## src/rtl/jk_bank_sequencer.sv

```systemverilog
// jk_bank_sequencer: arbitrates NREQ requesters onto a bank of WIDTH JK flip-flops, one command per 2 cycles.
// Define JK_SEQ_PRIORITY_EN for fixed lowest-index priority instead of round-robin.
module jk_bank_cell (
    input  logic clk,
    input  logic rst,
    input  logic j,
    input  logic k,
    output logic q
);
    always_ff @(posedge clk) begin
        if (rst) q <= 1'b0;
        else begin
            case ({j, k})
                2'b01:   q <= 1'b0;
                2'b10:   q <= 1'b1;
                2'b11:   q <= ~q;
                default: q <= q;
            endcase
        end
    end
endmodule

module jk_bank_sequencer #(
    parameter int NREQ  = 4,
    parameter int WIDTH = 8,
    parameter int IDXW  = 4
) (
    input  logic                   clk,
    input  logic                   rst,
    input  logic [NREQ-1:0]        req_valid,
    input  logic [2*NREQ-1:0]      req_op,
    input  logic [IDXW*NREQ-1:0]   req_idx,
    output logic [NREQ-1:0]        req_ready,
    output logic [WIDTH-1:0]       q,
    output logic                   busy,
    output logic                   done,
    output logic [2:0]             done_id,
    output logic                   err
);
    typedef enum logic {IDLE, APPLY} state_t;

    state_t            state, state_nx;
    logic [1:0]        op_q, sel_op;
    logic [IDXW-1:0]   idx_q, sel_idx;
    logic [2:0]        gid_q, gnt;
    logic              gnt_vld, accept, oor;
    logic [WIDTH-1:0]  j, k;

`ifdef JK_SEQ_PRIORITY_EN
    always_comb begin
        gnt_vld = 1'b0;
        gnt     = '0;
        for (int i = NREQ-1; i >= 0; i--)
            if (req_valid[i]) begin gnt_vld = 1'b1; gnt = 3'(i); end
    end
`else
    logic [2:0]      last_grant, rr_base;
    logic [NREQ-1:0] rot;

    // rotate valids so the search always starts at bit 0, then map the winner back
    always_comb begin
        rr_base = (last_grant == 3'(NREQ-1)) ? 3'd0 : last_grant + 3'd1;
        rot     = NREQ'({req_valid, req_valid} >> rr_base);
        gnt_vld = 1'b0;
        gnt     = '0;
        for (int i = NREQ-1; i >= 0; i--)
            if (rot[i]) begin gnt_vld = 1'b1; gnt = 3'((int'(rr_base) + i) % NREQ); end
    end

    always_ff @(posedge clk) begin
        if (rst)         last_grant <= 3'(NREQ-1);
        else if (accept) last_grant <= gnt;
    end
`endif

    always_comb begin
        sel_op  = '0;
        sel_idx = '0;
        for (int i = 0; i < NREQ; i++)
            if (gnt == 3'(i)) begin
                sel_op  = req_op[2*i +: 2];
                sel_idx = req_idx[IDXW*i +: IDXW];
            end
    end

    always_ff @(posedge clk) begin
        if (rst) state <= IDLE;
        else     state <= state_nx;
    end

    always_comb begin
        state_nx  = state;
        req_ready = '0;
        case (state)
            IDLE: if (gnt_vld) begin
                req_ready = {{(NREQ-1){1'b0}}, 1'b1} << gnt;
                state_nx  = APPLY;
            end
            APPLY:   state_nx = IDLE;
            default: state_nx = IDLE;
        endcase
    end

    assign accept = (state == IDLE) && gnt_vld;
    assign busy   = (state == APPLY);
    assign oor    = {1'b0, idx_q} >= (IDXW+1)'(WIDTH);

    always_ff @(posedge clk) begin
        if (rst) begin
            op_q  <= '0;
            idx_q <= '0;
            gid_q <= '0;
        end else if (accept) begin
            op_q  <= sel_op;
            idx_q <= sel_idx;
            gid_q <= gnt;
        end
    end

    always_ff @(posedge clk) begin
        if (rst) begin
            done    <= 1'b0;
            done_id <= '0;
            err     <= 1'b0;
        end else begin
            done <= busy;
            err  <= busy && oor;
            if (busy) done_id <= gid_q;
        end
    end

    // an out-of-range idx matches no cell, so the bank is left untouched
    for (genvar b = 0; b < WIDTH; b++) begin : g_bit
        assign j[b] = busy && (idx_q == IDXW'(b)) && op_q[1];
        assign k[b] = busy && (idx_q == IDXW'(b)) && op_q[0];
        jk_bank_cell u_cell (.clk(clk), .rst(rst), .j(j[b]), .k(k[b]), .q(q[b]));
    end
endmodule

```

## config.mk

```make
export PLATFORM = sky130hd
export DESIGN_NAME = jk_bank_sequencer
export DESIGN_NICKNAME = d
export VERILOG_FILES = /design/src/rtl/jk_bank_sequencer.sv
export SDC_FILE = /design/constraint.sdc
export NUM_CORES = 1
export LEC_CHECK = 0
export CAP_MARGIN = 0
export CORE_UTILIZATION = 44
export DETAILED_ROUTE_END_ITERATION = 6
export PLACE_DENSITY = 0.85
export SLEW_MARGIN = 20
export SYNTH_ARGS = -nofsm -noshare
export SYNTH_HDL_FRONTEND = slang
export SYNTH_HIERARCHICAL = 1
export SYNTH_SLANG_ARGS = --single-unit
export TNS_END_PERCENT = 100
```

## constraint.sdc

```tcl
create_clock -name clk -period 2.7 [get_ports clk]
set_input_delay 0.27 -clock clk [delete_from_list [all_inputs] [get_ports clk]]
set_output_delay 0.27 -clock clk [all_outputs]
set_load 0.005 [all_outputs]
```

==> metrics.yaml <==
status: "complete, no violations"
cts.sinks: 23
die_y_um: 56.6
wl_per_cell_um: 15.1
p_sw_frac: 0.349
layout_commonest_cell: "clkdlybuf4s50_1"
p_per_area_nw_per_um2: 536
arrival_ns: 2.35
synth_top_area_frac: 0.350
ys_async_sr_fraction: 0
critical_path_class: "register to output pin"
synth_fp_nets: 186
critPathCaptureType: "output pin"
drc: 0
ys_types: 36
coreArea_um2: 2780
grt_pass1_wl_um: 5950
root_buffer: "clkbuf_4"
ys_ff_latch: 23
drv_slew: 0
num_rows: 19
synth_ff_type: "dfxtp_1"
wl_met1_um: 1510
synth_cells: 154
viasPerCell: 5.84
grt_max_degree: 23
dp.cells: 235
cts_tree: "built"
antenna_found_initial: 0
fin_worst_skew_ns: 0.00243
setup_violations: 0
die_w_um: 56.6
rsz0062_at_grt: "false"
startpoint_type: "register"
drt_iter0_drc: 52
synth_edf_count: 0
clock.fmax_mhz: 382
syn_to_final_growth_pct: 55.4
drtAntennaViolNets: 0
dp_hpwl_um: 2700
num_vias: 1425
top_layer: "met4"
hold_viol_final: 0
post-synth-top-area-cell: "dfxtp_1"
initial_core_util: 0.472
hold_class: "register to register"
cts_buffer_depth: 2
numCtsBuffers: 3
syn_area_um2: 1310
p_switching_uw: 382
irDropWorstVdd_v: 0.000435
grt_pass1_vias: 1395
wl_um: 3690
ys_seq_area_frac: 0.350
power_frac_comb: 0.471
min_period_ns: 2.62
seq_power_share: 0.379
nNetsFinal: 246
yosys_warnings: 6
intPower_uw: 712
dr_wl_met3_um: 234
synthTopCellsByArea: "dfxtp_1, mux2i_1, nor2_1"
cp_max_fo: 6
finalHoldWorstSlack_ns: 0.473
clkLatencyLatePin_ns: 0.31
die-area_um2: 3210
drv_cap: 0
ios: 48
antennaDiodeCount: 0
p_leak_nw: 0.766
drive_gt1_frac: 0.188
grt_use_total: 0.238
htreeDepth: 1
setup_ws_ns: 0.0846
pwr-share-clk: 0.150
clkSlewWorstSetupHoldPaths_ns: 0.12
fin_setup_tns_ns: 0
finalCritPeriodShare: 0.969
final_cell_mix: "clkdlybuf4s50_1, nor2_1, dfxtp_1"
gr-total-overflow: 0
place.port_buffers: 46
gp_congestion: 0.850
wl_met2_um: 1840
finalPower_mw: 1.09
post-place-ws_ns: -0.0742
hold_buffers: 0
syn_avg_cell_area_um2: 8.53
crit_required_ns: 2.43
finalNonFillerCells: 244
drt-pass1-iter-count: 4
[Yosys cell counts (all sizes together), types with 2 or more instances]
| cell | instances |
|---|---|
| inv | 3 |
| o221ai | 7 |
| mux2i | 15 |
| nor2 | 36 |
| a211oi | 10 |
| a21oi | 4 |
| dfxtp | 23 |
| nand2b | 6 |
| nand3b | 9 |
| clkbuf | 2 |
| o21ai | 4 |
| o311ai | 2 |
| or3b | 3 |
| nand2 | 7 |
| buf | 5 |
| ha | 2 |
| nor2b | 2 |
[area by class of cell]
type	count	area (um2)
Tap cell	31	38.8
Fill cell	213	739
Sequential cell	23	463
Inverter	3	13.8
Timing Repair Buffer	62	582
Multi-Input combinational cell	121	918
Clock buffer	4	26.3
[kinds of logic (layout without fill, tap and decap cells)]
family,count (synthesis),after routing,share of synthesized area
AOI/OAI and AO/OA,31,31,0.189
adders and majority gates,2,2,0.0190
buffers and inverters,10,69,0.0371
DFF,23,23,0.350
muxes,15,15,0.114
other,1,1,0.00285
and+or+nand+nor,72,72,0.288
[worst paths after layout]
path / from / endpoint / slack (ns) / cells after the start
max: last_grant[0] / req_ready[1] / 0.08 / 8
min: gid_q[0] / gid_q[0] / 0.47 / 2
max reg2reg: last_grant[0] / op_q[1] / 0.41 / 9
min reg2reg: gid_q[0] / gid_q[0] / 0.47 / 2
[critical path, cell delays in order, from the launching register on]
cell and delay (ns):
dfxtp_2 0.37, inv_4 0.05, ha_4 0.27, buf_4 0.17, or4_4 0.53, o311ai_4 0.12
buf_4 0.17, nor2b_1 0.13, clkdlybuf4s15_1 0.21
[per-stage QoR]
step / area [um2] / utilization
2_1_floorplan: 1310 / -
3_3_place_gp: 1870 / 0.671
3_5_place_dp: 1870 / 0.671
4_1_cts: 1990 / 0.717
5_1_grt: 2040 / 0.734
6_report: 2040 / 0.734
[state kept, by name (all words and copies together) (netlist names)]
signal,flops
gid_q,2
done,1
done_id,2
busy,1
idx_q,4
g_bit.u_cell/q,8
last_grant,2
op_q,2
err,1
[power groups by stage]
| stage | combinational [mW] | sequential [mW] | clock (mW) |
|---|---|---|---|
| floorplan | 0.247 | 0.411 | 0 |
| global placement | 0.393 | 0.416 | 0 |
| detailed placement | 0.413 | 0.418 | 0 |
| CTS | 0.473 | 0.414 | 0.164 |
| global route | 0.549 | 0.419 | 0.179 |
| finish | 0.516 | 0.415 | 0.164 |
[per-layer routing]
metal | track usage | vias up
met2 | 0.418 | 77
met3 | 0.0392 | 12
li1 | - | 681
met4 | 0.115 | 0
met1 | 0.277 | 655
met5 | 0 | -
[repair_timing]
action                                  CTS  global route
endpoints found under the setup margin    4             1
gates resized for setup                  25             8
setup buffers                             3             2
hold endpoints to repair                  0             0
pin swaps                                 6             6
Note: power is estimated with default switching activity, not from simulation.
